`src/rtl/wt_schedule_if.sv`:
```
// Stream bundle for the message schedule: padded words Mt in, schedule words Wt out.
// The schedule block sits on the slave modport; the feeder/hash-core side uses master.
interface wt_schedule_if;
    logic [63:0] s_axis_tdata;
    logic        s_axis_tvalid;
    logic        s_axis_tready;
    logic        s_axis_tlast;
    logic [63:0] m_axis_tdata;
    logic        m_axis_tvalid;
    logic        m_axis_tready;
    logic        m_axis_tlast;

    modport slave (
        input  s_axis_tdata, s_axis_tvalid, s_axis_tlast, m_axis_tready,
        output s_axis_tready, m_axis_tdata, m_axis_tvalid, m_axis_tlast
    );

    modport master (
        output s_axis_tdata, s_axis_tvalid, s_axis_tlast, m_axis_tready,
        input  s_axis_tready, m_axis_tdata, m_axis_tvalid, m_axis_tlast
    );
endinterface

```
`src/rtl/wt_schedule.sv`:
```
// SHA-2 message schedule: echoes the 16 input words, then expands W16..W(N-1) in place
// in a 16-entry circular buffer, one word per cycle through a registered output stage.
module wt_schedule (
    input  logic           axi_aclk,
    input  logic           reset,
    input  logic [1:0]     sha_type,
    wt_schedule_if.slave   bus
);
    typedef enum logic {LOAD, EXPAND} state_t;

    state_t      state_reg;
    logic [6:0]  t_reg;
    logic        mode_reg;
    logic        last_flag_reg;
    logic [63:0] data_reg;
    logic        valid_reg;
    logic        tlast_reg;

    logic [63:0] w_mem [16];

    logic        out_free;
    logic        in_fire;
    logic        in_mode;
    logic [63:0] in_word;
    logic [6:0]  last_round;
    logic [3:0]  t_lo;
    logic [3:0]  idx_m2;
    logic [3:0]  idx_m7;
    logic [3:0]  idx_m15;
    logic [31:0] wt32;
    logic [63:0] wt64;
    logic [63:0] expand_word;
    logic        w_we;
    logic [63:0] w_wdata;
    logic        unused_sha_bit;

    function automatic logic [31:0] sig0_32(input logic [31:0] x);
        return {x[6:0], x[31:7]} ^ {x[17:0], x[31:18]} ^ {3'b0, x[31:3]};
    endfunction

    function automatic logic [31:0] sig1_32(input logic [31:0] x);
        return {x[16:0], x[31:17]} ^ {x[18:0], x[31:19]} ^ {10'b0, x[31:10]};
    endfunction

    function automatic logic [63:0] sig0_64(input logic [63:0] x);
        return {x[0], x[63:1]} ^ {x[7:0], x[63:8]} ^ {7'b0, x[63:7]};
    endfunction

    function automatic logic [63:0] sig1_64(input logic [63:0] x);
        return {x[18:0], x[63:19]} ^ {x[60:0], x[63:61]} ^ {6'b0, x[63:6]};
    endfunction

    assign unused_sha_bit = sha_type[0];

    assign out_free  = !valid_reg || bus.m_axis_tready;
    assign bus.s_axis_tready = !reset && (state_reg == LOAD) && out_free;
    assign in_fire   = bus.s_axis_tvalid && bus.s_axis_tready;

    // The first word of a block already obeys the incoming mode, before it is latched.
    assign in_mode   = (t_reg == 7'd0) ? sha_type[1] : mode_reg;
    assign in_word   = in_mode ? bus.s_axis_tdata : {32'h0, bus.s_axis_tdata[31:0]};
    assign last_round = mode_reg ? 7'd79 : 7'd63;

    // Circular-buffer taps: t-2, t-7, t-15 and t-16 (the slot about to be overwritten).
    assign t_lo    = t_reg[3:0];
    assign idx_m2  = t_lo - 4'd2;
    assign idx_m7  = t_lo - 4'd7;
    assign idx_m15 = t_lo + 4'd1;

    assign wt32 = sig1_32(w_mem[idx_m2][31:0]) + w_mem[idx_m7][31:0]
                + sig0_32(w_mem[idx_m15][31:0]) + w_mem[t_lo][31:0];
    assign wt64 = sig1_64(w_mem[idx_m2]) + w_mem[idx_m7]
                + sig0_64(w_mem[idx_m15]) + w_mem[t_lo];
    assign expand_word = mode_reg ? wt64 : {32'h0, wt32};

    assign w_we    = (state_reg == LOAD) ? in_fire : (out_free && !reset);
    assign w_wdata = (state_reg == LOAD) ? in_word : expand_word;

    generate
        for (genvar gi = 0; gi < 16; gi++) begin : g_w
            logic [63:0] w_reg;
            always_ff @(posedge axi_aclk) begin
                if (w_we && (t_lo == 4'(gi))) begin
                    w_reg <= w_wdata;
                end
            end
            assign w_mem[gi] = w_reg;
        end
    endgenerate

    always_ff @(posedge axi_aclk) begin
        if (reset) begin
            state_reg     <= LOAD;
            t_reg         <= 7'd0;
            mode_reg      <= 1'b0;
            last_flag_reg <= 1'b0;
            data_reg      <= 64'd0;
            valid_reg     <= 1'b0;
            tlast_reg     <= 1'b0;
        end else if (out_free) begin
            if (state_reg == LOAD) begin
                if (in_fire) begin
                    data_reg  <= in_word;
                    valid_reg <= 1'b1;
                    tlast_reg <= 1'b0;
                    t_reg     <= t_reg + 7'd1;
                    if (t_reg == 7'd0) begin
                        mode_reg      <= sha_type[1];
                        last_flag_reg <= bus.s_axis_tlast;
                    end else begin
                        last_flag_reg <= last_flag_reg | bus.s_axis_tlast;
                    end
                    if (t_reg == 7'd15) begin
                        state_reg <= EXPAND;
                    end
                end else begin
                    valid_reg <= 1'b0;
                    tlast_reg <= 1'b0;
                end
            end else begin
                data_reg  <= expand_word;
                valid_reg <= 1'b1;
                tlast_reg <= (t_reg == last_round) && last_flag_reg;
                if (t_reg == last_round) begin
                    t_reg     <= 7'd0;
                    state_reg <= LOAD;
                end else begin
                    t_reg <= t_reg + 7'd1;
                end
            end
        end
    end

    assign bus.m_axis_tdata  = data_reg;
    assign bus.m_axis_tvalid = valid_reg;
    assign bus.m_axis_tlast  = tlast_reg;
endmodule

```
`src/flat_wrapper.sv`:
```
// flat-port wrapper written by rule: the top's interface ports become plain ports
module wt_schedule_flat 
  (axi_aclk, reset, sha_type, bus_s_axis_tdata, bus_s_axis_tvalid, bus_s_axis_tlast, bus_m_axis_tready, bus_s_axis_tready, bus_m_axis_tdata, bus_m_axis_tvalid, bus_m_axis_tlast);
  wt_schedule_if bus_i ();
  input  logic axi_aclk;
  input  logic reset;
  input  logic [1:0] sha_type;
  input wire logic [$bits(bus_i.s_axis_tdata)-1:0] bus_s_axis_tdata;
  input wire logic [$bits(bus_i.s_axis_tvalid)-1:0] bus_s_axis_tvalid;
  input wire logic [$bits(bus_i.s_axis_tlast)-1:0] bus_s_axis_tlast;
  input wire logic [$bits(bus_i.m_axis_tready)-1:0] bus_m_axis_tready;
  output wire logic [$bits(bus_i.s_axis_tready)-1:0] bus_s_axis_tready;
  output wire logic [$bits(bus_i.m_axis_tdata)-1:0] bus_m_axis_tdata;
  output wire logic [$bits(bus_i.m_axis_tvalid)-1:0] bus_m_axis_tvalid;
  output wire logic [$bits(bus_i.m_axis_tlast)-1:0] bus_m_axis_tlast;
  assign bus_i.s_axis_tdata = bus_s_axis_tdata;
  assign bus_i.s_axis_tvalid = bus_s_axis_tvalid;
  assign bus_i.s_axis_tlast = bus_s_axis_tlast;
  assign bus_i.m_axis_tready = bus_m_axis_tready;
  assign bus_s_axis_tready = bus_i.s_axis_tready;
  assign bus_m_axis_tdata = bus_i.m_axis_tdata;
  assign bus_m_axis_tvalid = bus_i.m_axis_tvalid;
  assign bus_m_axis_tlast = bus_i.m_axis_tlast;
  wt_schedule u_core (.axi_aclk(axi_aclk), .reset(reset), .sha_type(sha_type), .bus(bus_i));
endmodule
```
`config.mk`:
```
export PLATFORM = sky130hd
export DESIGN_NAME = wt_schedule_flat
export DESIGN_NICKNAME = d
export VERILOG_FILES = /design/src/rtl/wt_schedule_if.sv /design/src/rtl/wt_schedule.sv /design/src/flat_wrapper.sv
export SDC_FILE = /design/constraint.sdc
export NUM_CORES = 2
export LEC_CHECK = 0
export CORE_ASPECT_RATIO = 1.2
export CORE_MARGIN = 4
export CORE_UTILIZATION = 60
export CTS_BUF_LIST = sky130_fd_sc_hd__clkbuf_4
export DETAILED_ROUTE_END_ITERATION = 6
export PLACE_DENSITY_LB_ADDON = 0.3
export SETUP_SLACK_MARGIN = 0.05
export SLEW_MARGIN = 20
export SYNTH_ARGS = -nofsm -noshare
export SYNTH_HDL_FRONTEND = slang
export SYNTH_SLANG_ARGS = --single-unit
```
`constraint.sdc`:
```
create_clock -name axi_aclk -period 14.1 [get_ports axi_aclk]
set_clock_uncertainty 0.1 [all_clocks]
set_input_delay 4.23 -clock axi_aclk [delete_from_list [all_inputs] [get_ports axi_aclk]]
set_output_delay 4.23 -clock axi_aclk [all_outputs]
set_load 0.02 [all_outputs]
```
Word-level counts from Yosys, hierarchy flattened:

Index checks and enable logic that the tools add are counted.

* bits in registers: 1100
* bits of input ports: 71
* output and inout port bits: 67

* add/sub/neg operators: 10
* $lt $le $gt $ge: 4
* equality and inequality tests: 17
* mux-type cells: 31
* bitwise gates (word level): 14
* reduce and logical (&&, ||, !) cells: 29

Operators with widths (count)
* 64-bit binary-select mux with 4-bit select: 4
* 64-bit two-way mux: 13
* 64-bit adder: 3
* 64-bit XOR: 2
* 32-bit adder: 3
* 32-bit XOR: 2
* 64-bit by 57-bit XOR with 64-bit output: 1
* 64-bit by 58-bit XOR with 64-bit output: 1
* 4-bit equality test, second input constant: 8
* 32-bit by 22-bit XOR with 32-bit output: 1
* 32-bit by 29-bit XOR with 32-bit output: 1
* 7-bit two-way mux: 4
* 1-bit logical AND: 21
* 5-bit greater-or-equal comparator, second input constant: 4
* 4-bit inverter with 5-bit output: 4
* 4-bit by 3-bit equality test with 1-bit output, second input constant: 4
* 1-bit two-way mux: 10
* 4-bit by 2-bit equality test with 1-bit output, second input constant: 2
* 7-bit by 1-bit adder with 7-bit output, second input constant: 1
* 7-bit by 4-bit equality test with 1-bit output, second input constant: 1
* 7-bit equality test: 1
* 7-bit zero test: 1
* 4-bit by 1-bit adder with 4-bit output, second input constant: 1
* 4-bit by 1-bit equality test with 1-bit output, second input constant: 1
* 10 further kinds: 11

Logic depth before layout (Yosys ltp):

* depth after elaboration: 12
* mapped depth: 38
* mapped depth without buffers: 24

Worst setup path before layout:

No wires, ideal clock.

* path type: input port to flip-flop
* start point: input reset
* end point: register u_core.g_w[0].w_reg[0], enable pin
* arrival time: 10.435 ns
* slack: 3.001 ns
* stages: 8
* path buffers: 2
* cell sequence: clkbuf_1 nor3_1 and2_1 clkbuf_1 nor2_1 nor2_1 nand2_1 nor3_1

* cells in the longest elaborated chain, start to end: 6
* elaborated cells between the ends (all ways): 7

RTL lines
* start, declared: line flat_wrapper.sv:6 `input logic reset;`
* 1-bit zero test: line wt_schedule.sv:56 `assign bus.s_axis_tready = !reset && (state_reg == LOAD) && out_free;`
* 1-bit logical AND (2 in series): line wt_schedule.sv:56
* named net bus_s_axis_tready: line flat_wrapper.sv:12 `output wire logic [$bits(bus_i.s_axis_tready)-1:0] bus_s_axis_tready;`
* 1-bit logical AND: line wt_schedule.sv:57 `assign in_fire = bus.s_axis_tvalid && bus.s_axis_tready;`
* 1-bit two-way mux: line wt_schedule.sv:76 `assign w_we = (state_reg == LOAD) ? in_fire : (out_free && !reset);`
* 1-bit logical AND: line wt_schedule.sv:83 `if (w_we && (t_lo == 4'(gi))) begin`
* end signal, assigned: line wt_schedule.sv:84 `w_reg <= w_wdata;`
* end, declared: line wt_schedule.sv:81 `logic [63:0] w_reg;`

The timed path passes the listed nets, and every way through them passes these cells.
A chain may end at the register's enable or synchronous reset.

Worst setup path after layout:

* start point: register u_core.t_reg[1]
* end point: register u_core.g_w[13].w_reg[31], data pin

* cells in the longest elaborated chain, start to end: 12
* elaborated cells between the ends (all ways): 35

RTL lines
* start, declared: line wt_schedule.sv:12 `logic [6:0] t_reg;`
* start signal, assigned: line wt_schedule.sv:106 `t_reg <= t_reg + 7'd1;`
* start signal, assigned: line wt_schedule.sv:128 `t_reg <= t_reg + 7'd1;`
* 4-bit by 2-bit subtractor with 4-bit output: line wt_schedule.sv:66 `assign idx_m2 = t_lo - 4'd2;`
* 4-bit inverter with 5-bit output (implied by the code): line wt_schedule.sv:70, wt_schedule.sv:72
* 64-bit binary-select mux with 4-bit select: line wt_schedule.sv:70, wt_schedule.sv:72
* 64-bit two-way mux (implied by the code) (2 in series): line wt_schedule.sv:72 `assign wt64 = sig1_64(w_mem[idx_m2]) + w_mem[idx_m7]`
* 64-bit XOR or 32-bit XOR (tied branches): line wt_schedule.sv:50, wt_schedule.sv:42
* 64-bit by 58-bit XOR with 64-bit output or 32-bit by 22-bit XOR with 32-bit output (tied branches): line wt_schedule.sv:50, wt_schedule.sv:42
* 64-bit adder or 32-bit adder (tied branches): line wt_schedule.sv:72, wt_schedule.sv:70
* 64-bit adder or 32-bit adder (tied branches) (2 in series): line wt_schedule.sv:73, wt_schedule.sv:71
* 64-bit two-way mux *: line wt_schedule.sv:74 `assign expand_word = mode_reg ? wt64 : {32'h0, wt32};`
* 64-bit two-way mux *: line wt_schedule.sv:77 `assign w_wdata = (state_reg == LOAD) ? in_word : expand_word;`
* named net u_core.w_wdata[31]: line wt_schedule.sv:34 `logic [63:0] w_wdata;`
* end signal, assigned: line wt_schedule.sv:84
* end, declared: line wt_schedule.sv:81

Mark *: on every way through the listed nets, which the timed path passes. The rest lies on a longest branch. The select of a mux whose other input is x is not followed.

==> results.yml <==
die:
  start_util_pct: 60.39
  chipWidth_um: 326.8
  row_count: 140
  ios: 138
  dieArea_um2: 127700
  coreArea_um2: 121200
  fp.dieH_um: 390.6
cts:
  cts.sinks: 1100
  hold_buffers: 0
  numCtsBuffers: 291
  clk_pin_slew_ns: 0.06
  cts_max_level: 5
  clock-root-buffer: "clkbuf_4"
  cts_buffer_depth: 4
  clk_latency_ns: 1.31
  post-cts-setup-buffers: 0
  cts_resized: 0
  cts_tree: "yes"
critical_path:
  cp_top_family: "compound AO/OA/AOI/OAI gates"
  crit_type: "reg -> reg"
  cp.arrival_ns: 11.03
  cp_max_fo: 67
  cp-end-kind: "flop"
  cp_num_buf_inv: 4
  cpPeakStageDelay_ns: 1.00
  cp.required_ns: 14.89
  slowest_stage: "dfxtp_4"
  crit_chain: "inv_1 -> ha_4 -> buf_4 -> mux4_2 -> mux2_2 -> nor2_1 -> a21oi_2 -> xnor2_1 -> xnor2_1 -> fa_1 -> inv_1 -> fa_1 -> inv_1 -> ha_1 -> fa_1 -> a211oi_1 -> o21ai_0 -> nand4b_1 -> a211oi_1 -> nor4bb_1 -> or2_2 -> o21ai_0 -> xnor2_1 -> o21bai_1"
  crit_path_start_kind: "flop"
yosys:
  async_reset_ff_share_pct: 0
  yosys.area.top_type: "edfxtp_1"
  postSynthRegisterBits: 1100
  synth_top_area_share_pct: 42.01
  synth_fp_nets: 5028
  synthTopCellsByArea: "edfxtp_1 (42%), mux4_2 (31%), fa_1 (5.1%)"
  ys_top_cells_by_count: "edfxtp_1 (1024), mux4_2 (994), inv_1 (380)"
  synth_flop_cell: "edfxtp_1"
  avgSynthCellArea_um2: 15.68
  synth_area_um2: 73200
  synth_edf_count: 1024
  yosys.cell_count.top_type: "edfxtp_1"
  synth_warnings: 0
  yosys.cell_types.count: 85
  yosysSeqAreaShare_pct: 44.09
  syn_inst: 4669
sta:
  finalSetupViolCount: 0
  finalSetupTns_ns: 0
  min_period_ns: 10.24
  relSlewSlack_pct: 19.12
  fin_crit_sh_pct: 72.66
  slew_violations: 0
  rsz0062_at_grt: "false"
  finalHoldViolations: 0
  tightest_slew_ns: 1.213
  max_freq_ghz: 0.09761
grt:
  grt_pass1_wl_um: 338900
  antenna_found_initial: 4
  overflow: 0
  use_met2_pct: 58.77
  gr-usage-met3_pct: 10.32
  grt_pass1_vias: 49040
  top_usage_layer: "met2"
  met1_usage_pct: 46.62
  grt_max_degree: 126
  grt_usage_pct: 37.50
cells_and_area:
  layout-drive-gt1-share_pct: 32.25
  finalNonFillerCells: 6704
  finalCoreUtilization_pct: 65.64
  largest_register_ffs: 1024
  syn_to_final_growth_pct: 8.701
  nets: 5228
pwr:
  pwr-share-seq_pct: 28.1
  pwr-share-comb_pct: 50.6
  switching_share_pct: 42.48
  irDropWorstVdd_mv: 0.1250
  power.static_leakage_nw: 26.12
  clkPwrFrac_pct: 21.2
  p_int_mw: 7.393
  power.switching_mw: 5.459
  p_per_area_nw_per_um2: 161.5
min_path:
  hp-class: "reg -> reg"
placed_design:
  dp_cells: 6208
  dpl.hpwl_um: 162900
  io_buffer_count: 136
  gp_congestion: 1.048
detailed_routing:
  detail_route.vias_per_cell: 7.319
  wl_per_cell_um: 35.31
  route.antenna.remaining_nets: 0
  dr.first_iter.drc_count: 6810
  drc: 0
  vias: 49070
  dr.pass1.iters: 7
  routed_wl_um: 236700
run_status:
  status: "finished, final reports clean"
flow_run:
  drv_cap: 0
[placed cells by master, fill, tap and decap left out, drive strengths merged, types with 7 or more instances in the layout]
cell type      count
a21o              42
or2                8
a311oi            21
a21boi             7
nand2b             7
nor2b             10
a21oi            178
buf              114
and2               9
dfxtp             76
inv              385
nor2             181
o21bai            22
clkdlybuf4s50    135
o21ai            109
or3               11
a31oi             28
clkinv            85
and3              16
o211ai             9
nand2            198
clkbuf           396
o21a              25
nand4             27
a211oi            13
mux2i             33
nand3             44
xor2              49
nand3b             8
edfxtp          1024
a22oi              9
nor3              32
ha               100
fa               188
xnor2            367
mux2              15
nor4               7
mux4             994
[metal layers]
metal  vias to the layer above  part of all wire [%]  wire length [µm]
met5                         -                0.0051                12
met1                     24820                    32             76480
met4                         2                   7.9             18630
met3                       890                    13             30750
met2                      4183                    47            110900
li1                      19170                     -                 -
[through the flow]
stage / area (µm²) / hold slack, ns / total power, mW / worst slack, ns
2_1_floorplan: 73200 / 0.3445 / 8.092 / 3.001
3_5_place_dp: 75990 / 0.3454 / 9.980 / 3.917
4_1_cts: 79500 / 0.3608 / 12.73 / 3.893
6_report: 79570 / 0.3599 / 12.85 / 3.856
5_1_grt: 79570 / 0.3711 / 13.58 / 3.457
3_3_place_gp: 75960 / 0.3415 / 9.954 / 3.928
[worst reg2reg max path, cell delays in order, from the launching register on]
cell      delay, ns
dfxtp_4        1.00
inv_1          0.37
ha_4           0.78
buf_4          0.82
mux4_2         0.48
mux2_2         0.18
nor2_1         0.05
a21oi_2        0.62
xnor2_1        0.21
xnor2_1        0.18
fa_1           0.55
inv_1          0.05
fa_1           0.46
inv_1          0.07
ha_1           0.21
fa_1           0.27
a211oi_1       0.09
o21ai_0        0.64
nand4b_1       0.39
a211oi_1       0.62
nor4bb_1       0.20
or2_2          0.34
o21ai_0        0.31
xnor2_1        0.14
o21bai_1       0.71
[power by group through the flow]
stage | clock network, mW | registers, mW | logic, mW
4_1_cts | 2.77 | 3.62 | 6.34
2_1_floorplan | 0 | 3.69 | 4.40
5_1_grt | 2.97 | 3.62 | 6.99
6_report | 2.73 | 3.62 | 6.51
3_3_place_gp | 0 | 3.69 | 6.27
3_5_place_dp | 0 | 3.69 | 6.29
[path summary, 6_finish.rpt]
| path | startpoint | endpoint | slack (ns) | cells past startpoint |
|---|---|---|---|---|
| max reg2reg | u_core.t_reg[1]$_SDFFE_PP0P_ | u_core.g_w[13].w_reg[31]$_DFFE_PP_ | 3.86 | 24 |
| min reg2reg | u_core.bus.m_axis_tdata[1]$_SDFFE_PP0P_ | u_core.bus.m_axis_tdata[1]$_SDFFE_PP0P_ | 0.36 | 2 |
| min | u_core.bus.m_axis_tdata[1]$_SDFFE_PP0P_ | u_core.bus.m_axis_tdata[1]$_SDFFE_PP0P_ | 0.36 | 2 |
| max | u_core.t_reg[1]$_SDFFE_PP0P_ | u_core.g_w[13].w_reg[31]$_DFFE_PP_ | 3.86 | 24 |
[area by class of cell]
class	instances	area, µm²
clock inverter	95	531.8
multi-input combinational	2846	37930
inverter	381	1430
clock buffer	396	2973
tap	1633	2043
timing repair buffer	249	2352
sequential	1100	32290
antenna	4	10.01
fill	8647	41650
[cells by family after synthesis]
logic type | Yosys count | synth area share, %
flops | 1100 | 44.09
mux | 1042 | 31.27
buf+inv | 723 | 4.473
simple gates | 576 | 3.585
compound gates | 523 | 4.595
xor+xnor | 417 | 5.142
fa+ha+maj | 288 | 6.851
Power figures use the tool's default switching activity.
